$ cat config.mk
export PLATFORM = sky130hd
export DESIGN_NAME = pipe_hazard_ctrl
export DESIGN_NICKNAME = d
export VERILOG_FILES = /design/src/rtl/pipe_hazard_ctrl_pkg.sv /design/src/rtl/pipe_hazard_ctrl_hazard_detect.sv /design/src/rtl/pipe_hazard_ctrl.sv
export SDC_FILE = /design/constraint.sdc
export NUM_CORES = 1
export LEC_CHECK = 0
export CAP_MARGIN = 20
export CORE_UTILIZATION = 36
export DETAILED_ROUTE_END_ITERATION = 10
export PLACE_DENSITY = 0.77
export SLEW_MARGIN = 10
export SYNTH_ARGS = -nofsm -noshare
export SYNTH_HDL_FRONTEND = slang
export SYNTH_SLANG_ARGS = --single-unit
$ cat constraint.sdc
create_clock -name clk -period 2.55 [get_ports clk]
set_clock_uncertainty 0.1 [all_clocks]
set_input_delay 0.51 -clock clk [delete_from_list [all_inputs] [get_ports clk]]
set_output_delay 0.51 -clock clk [all_outputs]
set_load 0.01 [all_outputs]
$ cat src/rtl/pipe_hazard_ctrl_pkg.sv
// pipe_hazard_ctrl_pkg: shared pipeline encodings, hazard FSM states and control bundles.
package pipe_hazard_ctrl_pkg;
  localparam int REG_W = 5;
  localparam int DATA_W = 32;
  typedef enum logic [1:0] {BR_NONE = 2'b00, BR_BEQ = 2'b01, BR_BNE = 2'b10, BR_JMP = 2'b11} br_e;
  typedef enum logic [1:0] {RUN, LSTALL, MWAIT} state_e;
  typedef struct packed {
    logic pc_we;
    logic pc_sel;
    logic ifid_we;
    logic ifid_flush;
    logic idex_we;
    logic idex_flush;
    logic exmem_we;
    logic exmem_flush;
    logic memwb_bubble;
  } ctl_t;
  localparam ctl_t CTL_RUN = ctl_t'(9'b1_0_1_0_1_0_1_0_0);
  localparam ctl_t CTL_LU  = ctl_t'(9'b0_0_0_0_1_1_1_0_0);
  localparam ctl_t CTL_TKN = ctl_t'(9'b1_1_1_1_1_1_1_1_0);
  localparam ctl_t CTL_FRZ = ctl_t'(9'b0_0_0_0_0_0_0_0_1);
endpackage

$ cat src/rtl/pipe_hazard_ctrl_hazard_detect.sv
// pipe_hazard_ctrl_hazard_detect: combinational load-use and taken-branch detection.
module pipe_hazard_ctrl_hazard_detect
  import pipe_hazard_ctrl_pkg::*;
(
  input  logic [REG_W-1:0] id_rs,
  input  logic [REG_W-1:0] id_rt,
  input  logic             id_uses_rt,
  input  logic [REG_W-1:0] ex_rd,
  input  logic             ex_mem2r,
  input  logic [1:0]       mem_branch,
  input  logic             mem_zero,
  output logic             lu,
  output logic             taken
);
  assign lu = ex_mem2r && ex_rd != '0 && (ex_rd == id_rs || (id_uses_rt && ex_rd == id_rt));
  assign taken = (mem_branch == BR_BEQ && mem_zero) || (mem_branch == BR_BNE && !mem_zero) ||
                 mem_branch == BR_JMP;
endmodule

$ cat src/rtl/pipe_hazard_ctrl.sv
// pipe_hazard_ctrl: pipeline sequencer for load-use stalls, branch redirects and dmem waits.
module pipe_hazard_ctrl
  import pipe_hazard_ctrl_pkg::*;
#(
  parameter int LOAD_STALL  = 1,
  parameter int MEM_TIMEOUT = 15
) (
  input  logic              clk,
  input  logic              rst,
  input  logic [REG_W-1:0]  id_rs,
  input  logic [REG_W-1:0]  id_rt,
  input  logic              id_uses_rt,
  input  logic [REG_W-1:0]  ex_rd,
  input  logic              ex_mem2r,
  input  logic [1:0]        mem_branch,
  input  logic              mem_zero,
  input  logic [DATA_W-1:0] mem_ext_pc,
  input  logic              mem_req,
  input  logic              dmem_ready,
  output logic              pc_we,
  output logic              pc_sel,
  output logic [DATA_W-1:0] pc_target,
  output logic              ifid_we,
  output logic              ifid_flush,
  output logic              idex_we,
  output logic              idex_flush,
  output logic              exmem_we,
  output logic              exmem_flush,
  output logic              memwb_bubble,
  output logic              timeout_err,
  output logic [15:0]       stall_cycles
);
  state_e state_q, state_d, ret_q, ret_d;
  logic [1:0] lcnt_q, lcnt_d, ret_lcnt_q, ret_lcnt_d;
  logic [7:0] tcnt_q, tcnt_d;
  logic terr_q, terr_d;
  logic [15:0] sc_q, sc_d;
  logic lu, taken, dwait;
  ctl_t ctl, ctl_o;

  pipe_hazard_ctrl_hazard_detect u_det (
    .id_rs(id_rs), .id_rt(id_rt), .id_uses_rt(id_uses_rt), .ex_rd(ex_rd), .ex_mem2r(ex_mem2r),
    .mem_branch(mem_branch), .mem_zero(mem_zero), .lu(lu), .taken(taken)
  );

  assign dwait = mem_req && !dmem_ready;

  always_comb begin
    ctl = CTL_RUN;
    state_d = state_q;
    ret_d = ret_q;
    lcnt_d = lcnt_q;
    ret_lcnt_d = ret_lcnt_q;
    tcnt_d = tcnt_q;
    terr_d = terr_q;
    if (state_q == MWAIT) begin
      if (dmem_ready || int'(tcnt_q) + 1 >= MEM_TIMEOUT) begin
        state_d = ret_q;
        lcnt_d = ret_lcnt_q;
        terr_d = terr_q || !dmem_ready;
      end else begin
        ctl = CTL_FRZ;
        tcnt_d = tcnt_q + 8'd1;
      end
    end else if (dwait) begin
      ctl = CTL_FRZ;
      state_d = MWAIT;
      ret_d = state_q;
      ret_lcnt_d = lcnt_q;
      tcnt_d = 8'd1;
    end else if (taken) begin
      ctl = CTL_TKN;
      state_d = RUN;
      lcnt_d = '0;
    end else if (state_q == LSTALL) begin
      ctl = CTL_LU;
      state_d = lcnt_q <= 2'd1 ? RUN : LSTALL;
      lcnt_d = lcnt_q - 2'd1;
    end else if (lu) begin
      ctl = CTL_LU;
      if (LOAD_STALL > 1) begin
        state_d = LSTALL;
        lcnt_d = 2'(LOAD_STALL - 1);
      end
    end
    ctl_o = rst ? ctl : '0;
    sc_d = (!ctl_o.pc_we && sc_q != 16'hFFFF) ? sc_q + 16'd1 : sc_q;
  end

  always_ff @(posedge clk or negedge rst) begin
    if (!rst) begin
      state_q <= RUN;
      ret_q <= RUN;
      lcnt_q <= '0;
      ret_lcnt_q <= '0;
      tcnt_q <= '0;
      terr_q <= 1'b0;
      sc_q <= '0;
    end else begin
      state_q <= state_d;
      ret_q <= ret_d;
      lcnt_q <= lcnt_d;
      ret_lcnt_q <= ret_lcnt_d;
      tcnt_q <= tcnt_d;
      terr_q <= terr_d;
      sc_q <= sc_d;
    end
  end

  assign {pc_we, pc_sel, ifid_we, ifid_flush, idex_we, idex_flush, exmem_we, exmem_flush,
          memwb_bubble} = ctl_o;
  assign pc_target = ctl_o.pc_sel ? mem_ext_pc : '0;
  assign timeout_err = terr_q;
  assign stall_cycles = sc_q;
endmodule

======== Yosys cells after proc, flatten, opt, wreduce, memory -nomap -nowiden ========
Cells that the tools add are included.
cells by class
  $add $sub $neg .......................... 4
  magnitude comparators ................... 2
  equality and inequality tests ........... 11
  mux-type cells .......................... 22
  bitwise operators ....................... 1
  reduce and logical (&&, ||, !) cells .... 24
operators by type and width
  cell                                                                number
  two-way mux 9 bit                                                   7
  two-way mux 32 bit                                                  1
  two-way mux 8 bit                                                   3
  two-way mux 2 bit                                                   10
  adder 16 x 1 -> 16 bit (second input constant)                      1
  != test 16 bit (second input constant)                              1
  equality test 5 bit                                                 2
  adder 8 x 1 -> 9 bit (second input constant)                        1
  greater-or-equal comparator 9 x 4 -> 1 bit (second input constant)  1
  adder 8 x 1 -> 8 bit (second input constant)                        1
  AND reduction 2 bit                                                 4
  logical AND 1 bit                                                   7
  equality test 2 bit (second input constant)                         3
  logical OR 1 bit                                                    5
  nonzero test 5 bit                                                  1
  equality test 2 x 1 -> 1 bit (second input constant)                2
  != test 2 x 1 -> 1 bit (second input constant)                      2
  nonzero test 4 bit                                                  1
  logical NOT 1 bit                                                   3
  AND reduction 3 bit                                                 1
  nonzero test 3 bit                                                  1
  <= comparator 2 x 1 -> 1 bit (second input constant)                1
  != test 2 bit (second input constant)                               1
  nonzero test 2 bit                                                  1
  3 further kinds                                                     3
word-level totals
  flip-flop bits (word level) ............. 33
  input port bits ......................... 56
  output and inout bits ................... 58
  word-level logic and storage cells ...... 71

======== Depth between registers and ports, before layout ========
Gate-level depths: netlist of the first run.
  depth after elaboration ................. 12
  mapped depth ............................ 10
  gate-level depth less buffers ........... 9

======== By module ========
Synthesis of the first run repeated with hierarchy kept, for this count alone.
second synthesis, totals
  cell total of the unflattened synthesis .. 244
  area, all modules ....................... 2244.7 sq um
by module, submodules not included
  module                          instances  cells each  area an instance (sq um)  seq. area each (sq um)
  pipe_hazard_ctrl                1          226         2100.8                    825.8
  pipe_hazard_ctrl_hazard_detect  1          18          143.9                     0.0

======== Worst setup path before layout of the first run ========
No wires, ideal clock.
  kind .................................... register -> output
  start point ............................. register tcnt_q[0]
  end point ............................... output idex_we
  data arrival time ....................... 2.039 ns
  required time ........................... 1.940 ns
  slack ................................... -0.099 ns
  stages on the path, launching flop included .. 10
  path buffers ............................ 2
  cells stage by stage .................... dfrtp_1 > inv_1 > ha_1 > o21bai_1 > a211oi_1 > a211o_1 > a21oi_2 > clkbuf_1 > and2_1 > buf_4
on the way
  longest elaborated chain between the ends .. 6
RTL lines
  element                                     RTL line                 RTL
  start, declared                             pipe_hazard_ctrl.sv:35   logic [7:0] tcnt_q, tcnt_d;
  start signal, assigned                      pipe_hazard_ctrl.sv:104  tcnt_q <= tcnt_d;
  adder 8 x 1 -> 9 bit                        pipe_hazard_ctrl.sv:57   if (dmem_ready || int'(tcnt_q) + 1 >= MEM_TIMEOUT) begin
  greater-or-equal comparator 9 x 4 -> 1 bit  pipe_hazard_ctrl.sv:57
  logical OR 1 bit                            pipe_hazard_ctrl.sv:57
  two-way mux 9 bit                           pipe_hazard_ctrl.sv:57
  two-way mux 9 bit                           pipe_hazard_ctrl.sv:56   if (state_q == MWAIT) begin
  two-way mux 9 bit                           pipe_hazard_ctrl.sv:86   ctl_o = rst ? ctl : '0;
  end, declared                               pipe_hazard_ctrl.sv:25   output logic idex_we,
Every way passes these cells.

======== Worst setup path in the final report of the first run ========
  start point ............................. register tcnt_q[1]
  end point ............................... output pc_we
on the way
  longest elaborated chain between the ends .. 6
RTL lines
  element                                     RTL line                RTL
  adder 8 x 1 -> 9 bit                        pipe_hazard_ctrl.sv:57
  greater-or-equal comparator 9 x 4 -> 1 bit  pipe_hazard_ctrl.sv:57
  logical OR 1 bit                            pipe_hazard_ctrl.sv:57
  two-way mux 9 bit                           pipe_hazard_ctrl.sv:57
  two-way mux 9 bit                           pipe_hazard_ctrl.sv:56
  two-way mux 9 bit                           pipe_hazard_ctrl.sv:86
  end, declared                               pipe_hazard_ctrl.sv:20  output logic pc_we,
Every way passes these cells.

==> metrics, run 1 <==
M1 GR Usage=23.76%; clock insertion delay at the later pin of the skew report=280 ps; Setup WS pre-CTS=-543.9 ps; Root Driver=clkbuf_8; final critical-path setup slack=-206.0 ps; grt total ovfl=0; post-route setup TNS=-948.9 ps; multiplexer share of the synthesized area=4.515%; H-tree depth=2; row count=28; Peak supply drop=392.8 uV; chain of cells forming the critical path=buf_4, and4_4, mux2i_2, a211oi_2, a21oi_4, buf_6, o211ai_4, inv_2, buf_6; critical path data required time=1940 ps; most numerous cell in the Yosys netlist=and2_1; relative slew slack=77.56%; share of final-layout standard cells stronger than drive strength 1=41.79%; leading post-synthesis cells by cell area=dfrtp_1 37%, and2_1 11%, xnor2_1 9.5%; biggest cell delay along the critical path=460 ps; number of fill cells=470; CTS max path bufs=2; Worst-Margin Slew=336.0 ps; violation count after the first detailed-route iteration=91; synthesized instance count=227; Slew Viols, Final=0; CP Launch Type=flop; areal power density over the cells=664.3 mW/mm^2; average wire per standard cell=14.19 um; proportion of netlist area held by the largest area contributor=37.25%; core region area=0.005921 sq mm; total non-filler cell area in the finished layout=0.004111 sq mm; count of inserted antenna diode cells=0; clk sink count=33; async set-or-reset flop fraction in the synthesized netlist=100.0%; chip width=80.48 um; count of unresolved DRC violations after routing=0; cells on worst reg2reg path=10; die area=0.006476 sq mm; Post-Syn Area per Cell=9.767 sq um; wire length of the first global-routing pass=10,430 um; TritonCTS clock tree=yes; most common cell type on the critical path=buf_6; DR vias/cell=4.942; post-layout util=69.44%; Top FF cell, synth=dfrtp_1; All-Layer GR Usage=21.08%; height of the chip=80.48 um; Clock transition at path regs=70 ps; placed cells=431; number of I/O pins=114; total chip power=2.731 mW; post-route clock period utilization=108.1%; initial antenna violation count=0; count of synthesis-stage warnings from yosys=0; cell taking the most area after synthesis=dfrtp_1; number of buffers created by CTS=5; element type at the critical path end=output port; setup slack of the worst register-to-register path=20 ps; post-synthesis cell type count=51; post-synthesis share of cell area spent on xor and xnor gates=10.27%; post-synthesis instance area=0.002217 sq mm; main combinational cell family by area after synthesis=simple AND/OR/NAND/NOR gates; slowest cell on the critical path=dfrtp_2; GR peak layer=met2; min Tclk post-route=2756 ps; syn nets=289; final-report hold violation count=0; top achievable clock speed=362.8 MHz; arrival time worst endpoint=2150 ps; total via count in the routed design=2,298; crit path max fanout=4; hpwl dp=4680 um; first drt pass iteration count=4; area fraction in compound gates after synthesis=10.44%; global-route track usage on met2=38.56%; non-filler instance count after layout=465; Post-synth EDFFs=0; count of nets left with antenna violations after detail routing=0; type of the setup path with the least slack=reg -> out; number of endpoints failing setup at the final stage=7; met3 usage=4.318%; number of violations of the max-capacitance limit=0; result of the run=finished with violations; Placed Area=0.003583 sq mm; Routed Wire Length=6597 um; starting density of the core=37.45%; routability congestion estimate=0.9189; worst reg2reg startpoint=tcnt_q[1]; Layout Area Growth over Synthesis=85.44%; # port buffers=113; leakage power of the design=1.900 nW; setup repair after global routing missed its margin=true; proportion of synthesized chip area in sequential cells=37.25%; synthesized flop and latch total=33; area share of fa/ha/maj cells after synthesis=3.386%; pin count of the biggest net entering global routing=22; number of nets in the layout=451; Hold WC Path Type=in -> async; number of global-route vias before repair=2,276; basic-gate share of the synthesized area counting and, or, nand and nor cells=29.68%; violated checks=negative setup slack; hold_ws=160.5 ps; Crit Reg-Reg Endpoint=stall_cycles[1]; most common library cells after synthesis=39 x and2_1, 33 x dfrtp_1, 24 x xnor2_1
## critical path: cells and delay by family (launching register included)
family | cells | cell delay [ps]
AO/OA/AOI/OAI | 3 | 560
buffers and inverters | 4 | 490
flip-flops | 1 | 460
AND/OR/NAND/NOR | 1 | 190
multiplexers | 1 | 160
## cell usage in the layout (no fill, tap or decap), drive strengths merged, types with 3 or more instances in the layout
master and n:
buf 89, clkdlybuf4s50 60, and2 41, dfrtp 33, xnor2 24, nand2 17
clkbuf 10, nand3 9, dlygate4sd2 8, nor2 8, inv 8, o21ai 7
and3 6, a21oi 6, ha 6, nand4 5, mux2 5, nor3 4
dlymetal6s2s 4, and4 4, mux2i 4, a31oi 3, nand2b 3
## timing repair
item	4_1_cts	5_1_grt
hold buffers	0	0
cloned	4	1
setup buffers	15	6
pin swaps	12	21
hold endpoints to repair	0	0
resized for setup	162	84
setup endpoints to repair	42	52
## power by group
part	internal [mW]	leakage [nW]	total (mW)	switching, mW
logic	0.921	1.42	1.55	0.626
clock network	0.189	0.0450	0.378	0.189
registers	0.662	0.434	0.806	0.144
total	1.77	1.90	2.73	0.959
## state kept, by name, summed over array words and instances (netlist names)
| name | flops |
|---|---|
| ret_lcnt_q | 2 |
| timeout_err | 1 |
| state_q | 2 |
| ret_q | 2 |
| stall_cycles | 16 |
| tcnt_q | 8 |
| lcnt_q | 2 |
## worst max path at each step
| stage | from | endpoint | slack (ps) | cells past startpoint |
|---|---|---|---|---|
| after detailed placement | ex_rd[0] | pc_we | -540 | 8 |
| after global routing | tcnt_q[0] | pc_we | -290 | 10 |
| after global placement | ex_rd[4] | pc_we | -490 | 8 |
| after floorplan | tcnt_q[0] | pc_we | 20 | 10 |
| after CTS | tcnt_q[0] | ifid_we | -230 | 10 |
| final | tcnt_q[1] | pc_we | -210 | 9 |
## layer usage
layer	up-vias	part of all wire [%]
met5	-	0
met4	0	1.8
met3	10	5.3
met2	88	54
met1	1101	39
li1	1099	-
## kinds of logic after synthesis
family / count (synthesis)
buffers and inverters: 18
xor gates and xnor gates: 26
and+or+nand+nor: 106
adders and majority gates: 6
DFF: 33
AOI/OAI and AO/OA: 29
muxes: 9
## cell type report
cell class / count / area (sq um) / share of cell area (%)
inverter: 8 / 30.03 / 0.7304
tap: 75 / 93.84 / 2.282
clock buffer: 6 / 72.57 / 1.765
multi-input combinational: 176 / 1473 / 35.82
timing repair buffer: 165 / 1604 / 39.01
clock inverter: 2 / 10.01 / 0.2435
sequential: 33 / 828.3 / 20.15
Note: power is estimated with default switching activity, not from simulation.
==> run 2: changes to the inputs <==
- ABC_AREA: default -> 1
- CORE_MARGIN: default -> 2
- CORE_UTILIZATION: 36 -> 38
==> metrics, run 2 <==
clock insertion delay at the later pin of the skew report=290 ps; number of endpoints failing setup at the final stage=5; final critical-path setup slack=-110.6 ps; Root Driver=clkbuf_8; count of unresolved DRC violations after routing=0; post-synthesis instance area=0.002561 sq mm; number of I/O pins=114; first element of the critical path=tcnt_q[0]; Clock transition at path regs=70 ps; area fraction in compound gates after synthesis=5.813%; Routed Wire Length=7798 um; placed cells=599; element type at the critical path end=output port; # port buffers=113; leading post-synthesis cells by cell area=dfrtp_1 32%, nand2_1 15%, inv_1 12%; multiplexer share of the synthesized area=0%; Worst-Margin Slew=417.7 ps; CP Launch Type=flop; average wire per standard cell=12.68 um; number of violations of the max-capacitance limit=0; post-layout util=63.47%; Hold WC Path Type=in -> async; number of buffers created by CTS=5; most used cells in the layout excluding fill and tap cells=99 x nand2_1, 78 x inv_1, 57 x clkdlybuf4s50_1; area share of fa/ha/maj cells after synthesis=2.931%; critical path data required time=1940 ps; post-synthesis share of cell area spent on xor and xnor gates=5.471%; clk sink count=33; number of nets in the layout=600; most numerous cell in the Yosys netlist=nand2_1; async set-or-reset flop fraction in the synthesized netlist=100.0%; chip width=86.10 um; DR vias/cell=4.673; Placed Area=0.003931 sq mm; pin count of the biggest net entering global routing=34; number of global-route vias before repair=2,852; H-tree depth=2; hold_ws=380.8 ps; share of final-layout standard cells stronger than drive strength 1=23.23%; violation count after the first detailed-route iteration=124; die area=0.007412 sq mm; most frequent standard cell in the layout excluding fill and tap cells=nand2_1; count of synthesis-stage warnings from yosys=0; Top FF cell, synth=dfrtp_1; total via count in the routed design=2,874; setup slack of the worst register-to-register path=170 ps; post-route clock period utilization=104.3%; first drt pass iteration count=4; height of the chip=86.10 um; leakage power of the design=2.339 nW; synthesized instance count=393; synthesized flop and latch total=33; areal power density over the cells=642.1 mW/mm^2; starting density of the core=39.88%; CTS max path bufs=2; worst reg2reg startpoint=tcnt_q[1]; setup repair after global routing missed its margin=true; hpwl dp=5939 um; count of nets left with antenna violations after detail routing=0; post-route setup TNS=-327.0 ps; cells on worst reg2reg path=17; arrival time worst endpoint=2050 ps; violated checks=negative setup slack; post-cts hold buffer count=0; TritonCTS clock tree=yes; row count=29; syn nets=455; most common library cells after synthesis=103 x nand2_1, 85 x inv_1, 61 x nor2_1; post-synthesis cell type count=36; non-filler instance count after layout=615; grt total ovfl=0; basic-gate share of the synthesized area counting and, or, nand and nor cells=37.66%; flip-flop count of the largest register, all copies and words added=16; cell taking the most area after synthesis=dfrtp_1; Post-synth EDFFs=0; proportion of synthesized chip area in sequential cells=32.24%; relative slew slack=72.15%; total chip power=2.618 mW; top achievable clock speed=375.9 MHz; total non-filler cell area in the finished layout=0.004076 sq mm; routability congestion estimate=0.8567; initial antenna violation count=0; Post-Syn Area per Cell=6.517 sq um; Crit Reg-Reg Endpoint=stall_cycles[15]; crit path max fanout=3; Slew Viols, Final=0; core region area=0.006422 sq mm; wire length of the first global-routing pass=12,300 um; critical path endpoint=exmem_we; Layout Area Growth over Synthesis=59.16%; main combinational cell family by area after synthesis=simple AND/OR/NAND/NOR gates; type of the setup path with the least slack=reg -> out; proportion of netlist area held by the largest area contributor=32.24%; final-report hold violation count=0; Setup WS pre-CTS=-438.0 ps; count of inserted antenna diode cells=0; result of the run=finished with violations; Peak supply drop=454.7 uV; min Tclk post-route=2661 ps; All-Layer GR Usage=20.57%
## run 2: cell count changes in the layout (fill, tap and decap cells not counted), sizes merged, moves of 18 or more
cell	delta
inv	+79
and2	-41
xnor2	-18
nor2	+58
nand2	+90
nand3	+22
buf	-24
## run 2: worst min path at each step
stage / start / endpoint / slack, ps
final: rst / ret_q[1] / 380
after global routing: lcnt_q[1] / lcnt_q[1] / 400
after CTS: rst / state_q[0] / 370
after detailed placement: ret_lcnt_q[0] / ret_lcnt_q[0] / 370
after global placement: ret_lcnt_q[0] / ret_lcnt_q[0] / 360
after floorplan: rst / lcnt_q[0] / 110
## run 2: critical path, cell delays in order, from the launching register on
cell and delay, ps:
dfrtp_1 390, inv_2 70, ha_4 270, nor2_2 30, nor2_1 140, nor2_2 40, nand2_1 80, nand2_2 70
nor2_4 110, nand3_4 100, buf_6 140, buf_12 120, nand3_4 60, inv_4 40, buf_6 110
## run 2: area by class of cell
type	instances	area [sq um]
fill	575	2346
inverter	87	329.1
tap	77	96.34
clock buffer	7	86.33
timing repair buffer	149	1334
multi-input combinational	262	1404
sequential	33	827.0
## run 2: what timing repair did
action	CTS	global route
buffers inserted	5	3
resized for setup	152	43
setup endpoints to repair	41	54
pin swaps	9	14
gates cloned	0	1
hold endpoints to repair	0	0
## run 2: metal layers
metal	vias to the layer above	wire length, um	GRT usage, %
li1	1462	-	-
met2	119	4054	38.97
met1	1282	2992	22.10
met4	0	82	5.772
met5	-	0	0
met3	11	668	5.679
## run 2: power breakdown
| part | internal [mW] | leakage (nW) | switching [mW] | total (mW) |
|---|---|---|---|---|
| Combinational | 0.713 | 1.86 | 0.710 | 1.42 |
| Sequential | 0.655 | 0.434 | 0.137 | 0.792 |
| Clock | 0.214 | 0.0443 | 0.188 | 0.402 |
| Total | 1.58 | 2.34 | 1.03 | 2.62 |
## run 2: kinds of logic after synthesis
group           after synthesis
compound gates               24
xor+xnor                     16
fa+ha+maj                     6
buf+inv                      98
flops                        33
simple gates                216
